**config.mk**
```make
export PLATFORM = sky130hd
export DESIGN_NAME = vx_tcu_fedp_seq
export DESIGN_NICKNAME = d
export VERILOG_FILES = /design/src/rtl/vx_tcu_pkg.sv /design/src/rtl/vx_tcu_seq_rsp_buf.sv /design/src/rtl/vx_tcu_fedp_seq.sv
export SDC_FILE = /design/constraint.sdc
export NUM_CORES = 1
export LEC_CHECK = 0
export ABC_AREA = 1
export BUFFER_PORTS_ARGS = -buffer_cell sky130_fd_sc_hd__buf_2
export CORE_AREA = 8 8 158 160
export DETAILED_ROUTE_END_ITERATION = 10
export DIE_AREA = 0 0 166 168
export PLACE_DENSITY = 0.49
export RECOVER_POWER = 25
export SYNTH_ARGS = -nofsm -noshare
export SYNTH_HDL_FRONTEND = slang
export SYNTH_HIERARCHICAL = 1
export SYNTH_SLANG_ARGS = --single-unit
```
**constraint.sdc**
```tcl
create_clock -name clk -period 2.15 [get_ports clk]
set_input_delay 0.1075 -clock clk [delete_from_list [all_inputs] [get_ports clk]]
set_output_delay 0.1075 -clock clk [all_outputs]
set_load 0.005 [all_outputs]
```
**src/rtl/vx_tcu_pkg.sv**
```systemverilog
// Shared definitions for the tensor-core FEDP K-loop sequencer: states, format codes
// and the FEDP pipeline-depth helper used by parents and benches.
package vx_tcu_pkg;

  localparam int XLEN = 32;

  localparam logic [2:0] FMT_FP16 = 3'd1;
  localparam logic [2:0] FMT_BF16 = 3'd2;
  localparam logic [2:0] FMT_TF32 = 3'd3;

  typedef enum logic [1:0] {
    IDLE  = 2'd0,
    ISSUE = 2'd1,
    WAIT  = 2'd2,
    DONE  = 2'd3
  } seq_state_e;

  // Multiplier stages, alignment, adder tree of depth clog2(2N), normalise/round.
  function automatic int fedp_latency(input int n);
    return 3 + 1 + $clog2(2 * n) * 3 + 3;
  endfunction

endpackage

```
**src/rtl/vx_tcu_seq_rsp_buf.sv**
```systemverilog
// One-entry valid/ready holding register for the sequencer's final accumulator.
// Contents stay stable from load until the consumer takes them.
module vx_tcu_seq_rsp_buf
  import vx_tcu_pkg::*;
#(
  parameter int TAGW = 4
) (
  input  logic            clk,
  input  logic            reset,
  input  logic            load,
  input  logic [XLEN-1:0] load_d,
  input  logic [TAGW-1:0] load_tag,
  output logic            rsp_valid,
  input  logic            rsp_ready,
  output logic [XLEN-1:0] rsp_d,
  output logic [TAGW-1:0] rsp_tag
);

  logic            valid_q, valid_d;
  logic [XLEN-1:0] d_q, d_d;
  logic [TAGW-1:0] tag_q, tag_d;

  always_comb begin
    valid_d = valid_q;
    d_d     = d_q;
    tag_d   = tag_q;
    if (valid_q && rsp_ready) begin
      valid_d = 1'b0;
    end
    if (load) begin
      valid_d = 1'b1;
      d_d     = load_d;
      tag_d   = load_tag;
    end
  end

  always_ff @(posedge clk or negedge reset) begin
    if (!reset) begin
      valid_q <= 1'b0;
      d_q     <= '0;
      tag_q   <= '0;
    end else begin
      valid_q <= valid_d;
      d_q     <= d_d;
      tag_q   <= tag_d;
    end
  end

  assign rsp_valid = valid_q;
  assign rsp_d     = d_q;
  assign rsp_tag   = tag_q;

endmodule

```
**src/rtl/vx_tcu_fedp_seq.sv**
```systemverilog
// K-loop sequencer feeding the FEDP one operand step at a time and chaining D back into C.
// Optional performance counters are enabled with the VX_TCU_SEQ_PERF_EN macro.
module vx_tcu_fedp_seq
  import vx_tcu_pkg::*;
#(
  parameter int N            = 2,
  parameter int FEDP_LATENCY = 13,
  parameter int STEPW        = 8,
  parameter int TAGW         = 4
) (
  input  logic              clk,
  input  logic              reset,
  input  logic              req_valid,
  output logic              req_ready,
  input  logic [2:0]        req_fmt_s,
  input  logic [2:0]        req_fmt_d,
  input  logic [STEPW-1:0]  req_steps,
  input  logic [XLEN-1:0]   req_c,
  input  logic [TAGW-1:0]   req_tag,
  input  logic              op_valid,
  output logic              op_ready,
  input  logic [N*XLEN-1:0] op_a,
  input  logic [N*XLEN-1:0] op_b,
  output logic              fedp_enable,
  output logic [2:0]        fedp_fmt_s,
  output logic [2:0]        fedp_fmt_d,
  output logic [N*XLEN-1:0] fedp_a,
  output logic [N*XLEN-1:0] fedp_b,
  output logic [XLEN-1:0]   fedp_c,
  input  logic [XLEN-1:0]   fedp_d,
  output logic              rsp_valid,
  input  logic              rsp_ready,
  output logic [XLEN-1:0]   rsp_d,
  output logic [TAGW-1:0]   rsp_tag,
  output logic              busy
`ifdef VX_TCU_SEQ_PERF_EN
  ,
  output logic [31:0]       perf_busy_cycles,
  output logic [31:0]       perf_op_stall_cycles,
  output logic [31:0]       perf_rsp_stall_cycles
`endif
);

  localparam int WAITW = (FEDP_LATENCY > 1) ? $clog2(FEDP_LATENCY) : 1;
  localparam logic [WAITW-1:0] WAIT_INIT = WAITW'((FEDP_LATENCY > 0) ? FEDP_LATENCY - 1 : 0);

  seq_state_e       state_q, state_d;
  logic [XLEN-1:0]  acc_q, acc_d;
  logic [STEPW-1:0] steps_q, steps_d;
  logic [WAITW-1:0] wait_q, wait_d;
  logic [TAGW-1:0]  tag_q, tag_d;
  logic [2:0]       fmt_s_q, fmt_s_d;
  logic [2:0]       fmt_d_q, fmt_d_d;
  logic             rsp_load;

  always_comb begin
    state_d     = state_q;
    acc_d       = acc_q;
    steps_d     = steps_q;
    wait_d      = wait_q;
    tag_d       = tag_q;
    fmt_s_d     = fmt_s_q;
    fmt_d_d     = fmt_d_q;
    req_ready   = 1'b0;
    op_ready    = 1'b0;
    fedp_enable = 1'b0;
    case (state_q)
      IDLE: begin
        req_ready = 1'b1;
        if (req_valid) begin
          fmt_s_d = req_fmt_s;
          fmt_d_d = req_fmt_d;
          acc_d   = req_c;
          steps_d = req_steps;
          tag_d   = req_tag;
          state_d = (req_steps == '0) ? DONE : ISSUE;
        end
      end
      ISSUE: begin
        op_ready    = 1'b1;
        fedp_enable = 1'b1;
        if (op_valid) begin
          if (FEDP_LATENCY > 0) begin
            wait_d  = WAIT_INIT;
            state_d = WAIT;
          end else begin
            // Combinational FEDP: the result is already on fedp_d this cycle.
            acc_d   = fedp_d;
            steps_d = steps_q - STEPW'(1);
            state_d = (steps_q == STEPW'(1)) ? DONE : ISSUE;
          end
        end
      end
      WAIT: begin
        fedp_enable = 1'b1;
        if (wait_q != '0) begin
          wait_d = wait_q - WAITW'(1);
        end else begin
          acc_d   = fedp_d;
          steps_d = steps_q - STEPW'(1);
          state_d = (steps_q == STEPW'(1)) ? DONE : ISSUE;
        end
      end
      DONE: begin
        if (rsp_valid && rsp_ready) begin
          state_d = IDLE;
        end
      end
      default: state_d = IDLE;
    endcase
  end

  // The response register is loaded exactly once, on entry to DONE.
  assign rsp_load = (state_d == DONE) && (state_q != DONE);

  always_ff @(posedge clk or negedge reset) begin
    if (!reset) begin
      state_q <= IDLE;
      acc_q   <= '0;
      steps_q <= '0;
      wait_q  <= '0;
      tag_q   <= '0;
      fmt_s_q <= '0;
      fmt_d_q <= '0;
    end else begin
      state_q <= state_d;
      acc_q   <= acc_d;
      steps_q <= steps_d;
      wait_q  <= wait_d;
      tag_q   <= tag_d;
      fmt_s_q <= fmt_s_d;
      fmt_d_q <= fmt_d_d;
    end
  end

  assign fedp_a     = op_a;
  assign fedp_b     = op_b;
  assign fedp_c     = acc_q;
  assign fedp_fmt_s = fmt_s_q;
  assign fedp_fmt_d = fmt_d_q;
  assign busy       = (state_q != IDLE);

  vx_tcu_seq_rsp_buf #(
    .TAGW(TAGW)
  ) u_rsp_buf (
    .clk      (clk),
    .reset    (reset),
    .load     (rsp_load),
    .load_d   (acc_d),
    .load_tag (tag_d),
    .rsp_valid(rsp_valid),
    .rsp_ready(rsp_ready),
    .rsp_d    (rsp_d),
    .rsp_tag  (rsp_tag)
  );

`ifdef VX_TCU_SEQ_PERF_EN
  logic [31:0] perf_busy_q, perf_busy_d;
  logic [31:0] perf_op_q, perf_op_d;
  logic [31:0] perf_rsp_q, perf_rsp_d;

  function automatic logic [31:0] sat_inc(input logic [31:0] v, input logic en);
    return (en && (v != '1)) ? v + 32'd1 : v;
  endfunction

  always_comb begin
    perf_busy_d = sat_inc(perf_busy_q, state_q != IDLE);
    perf_op_d   = sat_inc(perf_op_q, (state_q == ISSUE) && !op_valid);
    perf_rsp_d  = sat_inc(perf_rsp_q, (state_q == DONE) && !rsp_ready);
  end

  always_ff @(posedge clk or negedge reset) begin
    if (!reset) begin
      perf_busy_q <= '0;
      perf_op_q   <= '0;
      perf_rsp_q  <= '0;
    end else begin
      perf_busy_q <= perf_busy_d;
      perf_op_q   <= perf_op_d;
      perf_rsp_q  <= perf_rsp_d;
    end
  end

  assign perf_busy_cycles      = perf_busy_q;
  assign perf_op_stall_cycles  = perf_op_q;
  assign perf_rsp_stall_cycles = perf_rsp_q;
`endif

endmodule

```
# == Word level (Yosys, flattened, before mapping) ==
# Cells that the tools add are included.
# totals
register_bits,93
latch_bits,0
ramBits,0
mem_bits_ro,0
out_inout_bits,207
word_cells,58
memories,0
# classes
addsub,2
n_mul,0
div_mod_pow,0
order_cmp,0
eq_ne,10
shifts,0
n_mux,23
bitwise,0
reduce_logical,13
# ops
op,n
$mux W32,2
$pmux W32 S2,1
$mux W4,4
$mux W8,2
$pmux W8 S2,1
$mux W2,6
$ne A2 B2 Y1 const B,5
$eq A8 B1 Y1 const B,1
$logic_not A8 Y1,1
$pmux W2 S4,1
$pmux W4 S2,1
$reduce_bool A2 Y1,4
$sub A8 B1 Y8 const B,1
$eq A2 B2 Y1 const B,3
$reduce_and A3 Y1,2
$mux W1,5
$reduce_bool A4 Y1,1
$sub A4 B1 Y4 const B,1
$eq A2 B1 Y1 const B,1
$logic_and A1 B1 Y1,2
$logic_not A2 Y1,1
$reduce_and A2 Y1,1
$reduce_or A2 Y1,1

# == Longest topological paths before layout ==
# depth
depth_word,7
mapped_depth,15

# == Modules after synthesis ==
# Netlist, hierarchy kept.
# by_module_without_submodules
module,n_inst,cells_per_inst,area_each_um2
vx_tcu_fedp_seq,1,482,3716.1
vx_tcu_seq_rsp_buf,1,156,1447.6

# == Worst setup path after synthesis ==
# OpenSTA, ideal clock, no wires.
# synth_timing
path_type,flip-flop to flip-flop
from,register state_q[0]
to,"register u_rsp_buf.d_q[20], in the netlist u_rsp_buf/rsp_d[20]"
t_arrival_ps,1758
required_time_ps,2034
path_slack_ps,276
stages_incl_launch_ff,16
period_less_slack_ps,1874
path_cell_list,dfrtp_1 inv_1 ha_1 buf_4 inv_2 buf_2 nand3_1 nand2_1 nand3_1 nand3b_1 a21oi_1 buf_6 inv_8 buf_8 nand2_2 nand2_1
# synth_via
elab_chain_cells,4
word_cells_on_any_way,13
cone_classes,eq/ne: 5; mux: 6; reduce/logical: 2
# synth_rtl
item,line,source
"start, declared",vx_tcu_fedp_seq.sv:47,"seq_state_e state_q, state_d;"
"start signal, assigned",vx_tcu_fedp_seq.sv:126,state_q <= state_d;
"$eq A2 B2 Y1, or another cell as far along",vx_tcu_fedp_seq.sv:67,case (state_q)
$pmux W2 S4,vx_tcu_fedp_seq.sv:67,
$eq A2 B2 Y1,vx_tcu_fedp_seq.sv:114,assign rsp_load = (state_d == DONE) && (state_q != DONE);
$logic_and A1 B1 Y1 *,vx_tcu_fedp_seq.sv:114,
via rsp_load,vx_tcu_fedp_seq.sv:54,logic rsp_load;
"end signal, assigned",vx_tcu_seq_rsp_buf.sv:40,d_q <= '0;
"end signal, assigned",vx_tcu_seq_rsp_buf.sv:44,d_q <= d_d;
"end, declared",vx_tcu_seq_rsp_buf.sv:20,"logic [XLEN-1:0] d_q, d_d;"
# The timed path passes the listed nets; every way through them passes the cells marked *.
# A chain may end at the register's enable or synchronous reset.

# == Final worst setup path ==
# layout_timing
from,register state_q[1]
to,"register u_rsp_buf.d_q[28], in the netlist u_rsp_buf/rsp_d[28]"
# The elaborated chain is that of the path after synthesis.

==> summary by stage <==
Status
The run finished with clean final reports.

Route
The routed design has 16.4 mm of wire. The detailed-route DRC error count is 0. For this block, the initial DRC count from the detailed router was 159. Across all layers, the routed design uses 4166 vias.

The per-cell routed wire length is 16.0 microns. Dividing the detail-routed via count by the number of cells gives 4.07. The detail route stage leaves a number of antenna-violating nets equal to 0. The pre-antenna-repair detailed-routing pass consisted of 4 iterations.

Timing
The count of endpoints failing hold in the final timing report is 0. The clock period minus final worst setup slack is 2.04 ns. The final number of max-transition violations was 0. The achievable frequency is 0.491 GHz. Measured against its own limit, the worst slew margin works out to 62.5%. The count of final setup violators is 0. Across all hold checks on the routed design, the worst slack comes to 0.0161 ns. The setup slack after layout is 0.114 ns. For the pin with the worst max-slew slack, the measured transition is 0.562 ns. In the finished design, the share of the clock period the worst path needs comes to 94.7%. The setup skew after layout is 0.0159 ns.

Clock network
The number of buffers on the longest clock path is 2. The clock transition at the registers of the reported paths is 0.08 ns. The root buffer cell is clkbuf_16.

TritonCTS created 9 clock buffers. For the worst-skew pair, the clock arrives at the later sink with an insertion delay of 0.35 ns. CTS built an H-tree with a depth of 3.

The clock tree from TritonCTS is built. The tree built by TritonCTS fans out to 93 sinks.

Global routing
For this run the aggregate overflow at the end of global routing stands at 0. The initial antenna violation count came to 0. The via count of the first global-routing pass is 4447. The maximum number of pins on one net before global-route repair is 94. The total global routing track utilization is 11.6%.

The first global-routing pass estimated 25.3 mm of wire.

Synthesis
The number of instances in the synthesized netlist is 638. Ranked by instance count, the synthesized netlist is headed by nand2_1 (258), buf_4 (132), dfrtp_1 (93). The post-synthesis sequential area ratio is 45.1%. The net count after synthesis is 860. Yosys attributes the largest share of cell area to dfrtp_1 (45%), buf_4 (19%), nand2_1 (19%). The most used flip-flop cell after synthesis is dfrtp_1.

The netlist uses 31 different library cells. Summed over its instances, the top area cell type makes up 45.1% of the synthesized netlist area. The post-synthesis cell area is 0.00516 sq mm. Each instance of the synthesized netlist takes up on average 8.09 sq um. Counting flops with a built-in enable in the synthesized netlist gives 0. The synthesized design spends more area on one cell type than any other, namely dfrtp_1.

The count of yosys warnings during synthesis is 6. The most frequently used cell type in the post-synthesis netlist is nand2_1. After synthesis, the share of flip-flops with an asynchronous set or reset is 100%. The flop and latch count out of synthesis is 93.

Place
During placement, the flow inserted port buffers numbering 165. The HPWL reported at the end of detailed placement is 11.5 mm. The number of placed instances, taps included is 970.

After detailed placement, the total cell area comes to 0.00551 sq mm. The worst setup slack after placement is -0.421 ns. The congestion estimate from routability-driven global placement came to 0.741.

Cells and area
The cell area after layout is 0.00623 sq mm. The number of nets in the finished design is 955. The number of antenna diodes in the final layout is 0. The layout overhead on the synthesized area is 20.7%. The number of filler instances in the final layout is 2425. The finished layout holds 1023 standard cells, fillers aside.

Of the cells placed in the final design, the portion with a size suffix greater than 1 is 33.5%.

Die
The total I/O pin count is 422. The die area is 0.0279 sq mm. The width of the die is 166 microns. The core region area is 0.0224 sq mm. For this configuration, the core starts out at a cell density of 23.1%. The number of placement rows is 55. The overall die height is 168 microns.

Worst setup path
The signal on the critical path passes through inv_1 -> ha_1 -> inv_2 -> nor2_2 -> nand2_1 -> nand3b_1 -> a21oi_4 -> buf_12 -> buf_4 -> buf_12 -> nand2_1 -> nand2_1. The number of buffers and inverters on the critical path is 5. The endpoint kind of the worst setup timing path is a register. STA classifies the critical path startpoint as a register. The required time of the critical path is 2.39 ns. The startpoint-to-endpoint class of the critical path is reg -> reg.

The family with the most delay on the worst path is simple AND/OR/NAND/NOR gates. By instance count, the cell type seen most on the critical path is nand2_1. The longest individual stage delay on the worst path is 0.41 ns. The library cell contributing the largest single delay on the critical path is dfrtp_1. At the worst endpoint, the arrival time is 2.27 ns. Of all nets on the critical path, the largest fanout is 14.

Run
The number of maximum-capacitance violations is 0.

Power and ir drop
In this run the power density over the cells is 1450 mW/mm^2. Total power for the finished layout comes to 9.01 mW. Summed over all cells, the static leakage comes to 3.37 nW.

Across the VDD grid, the largest voltage drop is 0.000552 V.

Min path
The worst min-delay path class is in -> reg.
## area by class of cell
class | instances | area (sq um) | share of cell area [%]
clock buffers | 10 | 239 | 3.83
clock inverters | 6 | 70.1 | 1.12
inverters | 22 | 95.1 | 1.53
multi-input cells | 374 | 1680 | 26.9
flip-flops and latches | 93 | 2330 | 37.3
well taps | 285 | 357 | 5.72
repair buffers | 232 | 1460 | 23.4
repair inverters | 1 | 8.76 | 0.141
## worst register-to-register path, stage by stage (launching register included)
cell      delay, ns
dfrtp_1        0.41
inv_1          0.09
ha_1           0.21
inv_2          0.09
nor2_2         0.20
nand2_1        0.10
nand3b_1       0.17
a21oi_4        0.06
buf_12         0.14
buf_4          0.13
buf_12         0.14
nand2_1        0.11
nand2_1        0.06
## final timing paths
| path | start | endpoint | slack [ns] | depth (start not counted) |
|---|---|---|---|---|
| max | state_q[1]$_DFF_PN0_ | u_rsp_buf/rsp_d[28]$_DFFE_PN0P_ | 0.11 | 12 |
| min | fedp_d[3] | fedp_c[3]$_DFF_PN0_ | 0.02 | 3 |
| max reg2reg | state_q[1]$_DFF_PN0_ | u_rsp_buf/rsp_d[28]$_DFFE_PN0P_ | 0.11 | 12 |
| min reg2reg | u_rsp_buf/rsp_d[11]$_DFFE_PN0P_ | u_rsp_buf/rsp_d[11]$_DFFE_PN0P_ | 0.47 | 2 |
| max in group asynchronous | reset | u_rsp_buf/rsp_d[10]$_DFFE_PN0P_ | 1.35 | 3 |
| min in group asynchronous | reset | fedp_fmt_d[0]$_DFFE_PN0P_ | 0.32 | 3 |
## timing repair
item | 4_1_cts | 5_1_grt
hold endpoints to repair | 114 | 0
gates cloned | 1 | 1
gates resized for setup | 2 | 5
buffers inserted | 4 | 5
hold buffers | 26 | 0
endpoints found under the setup margin | 37 | 37
pin swaps | 2 | 1
## kinds of logic after synthesis
logic type      Yosys count  share of synthesized area, %
xor+xnor                  2                         0.339
buf+inv                 172                          23.4
flops                    93                          45.1
compound gates           29                          3.10
fa+ha+maj                 7                          1.70
simple gates            335                          26.4
## sequential cells by signal, indices dropped and copies added, names as in the netlist
name,flops
state_q,2
steps_q,8
tag_q,4
u_rsp_buf/rsp_valid,1
u_rsp_buf/rsp_tag,4
fedp_fmt_s,3
fedp_c,32
u_rsp_buf/rsp_d,32
wait_q,4
fedp_fmt_d,3
## cells in the final DEF, fill, tap and decap left out, types with 3 or more instances in the layout
cell type | netlist | routed
buf_4 | 132 | 37
nand2_1 | 258 | 257
a21oi_1 | 6 | 4
nor2_2 | 2 | 3
o21ai_0 | 13 | 13
ha_1 | 7 | 6
clkbuf_16 | 0 | 9
dlygate4sd3_1 | 0 | 26
dfrtp_1 | 93 | 93
nand2_2 | 10 | 11
inv_2 | 3 | 3
inv_1 | 17 | 17
buf_2 | 7 | 164
buf_12 | 0 | 5
o21ai_1 | 4 | 4
nor2_1 | 14 | 13
a21oi_4 | 0 | 3
nand3_1 | 44 | 44
## metrics by stage
step | TNS (ns) | utilization, %
after floorplan | 0 | -
after global placement | -14.57 | 24.6
after detailed placement | -14.97 | 24.6
after CTS | 0 | 27.5
after global routing | -0.0134 | 27.9
final | 0 | 27.9
## metal layers
metal	track usage [%]	wire (microns)
met5	0	0
met4	6.76	701
met3	4.79	1380
met2	18.5	7640
met1	12.8	6650
## power breakdown
group          total (mW)  internal [mW]  switching (mW)
clock network        1.66          0.942           0.715
logic                4.36           1.83            2.53
registers            3.00           2.57           0.427
Power figures use the tool's default switching activity.
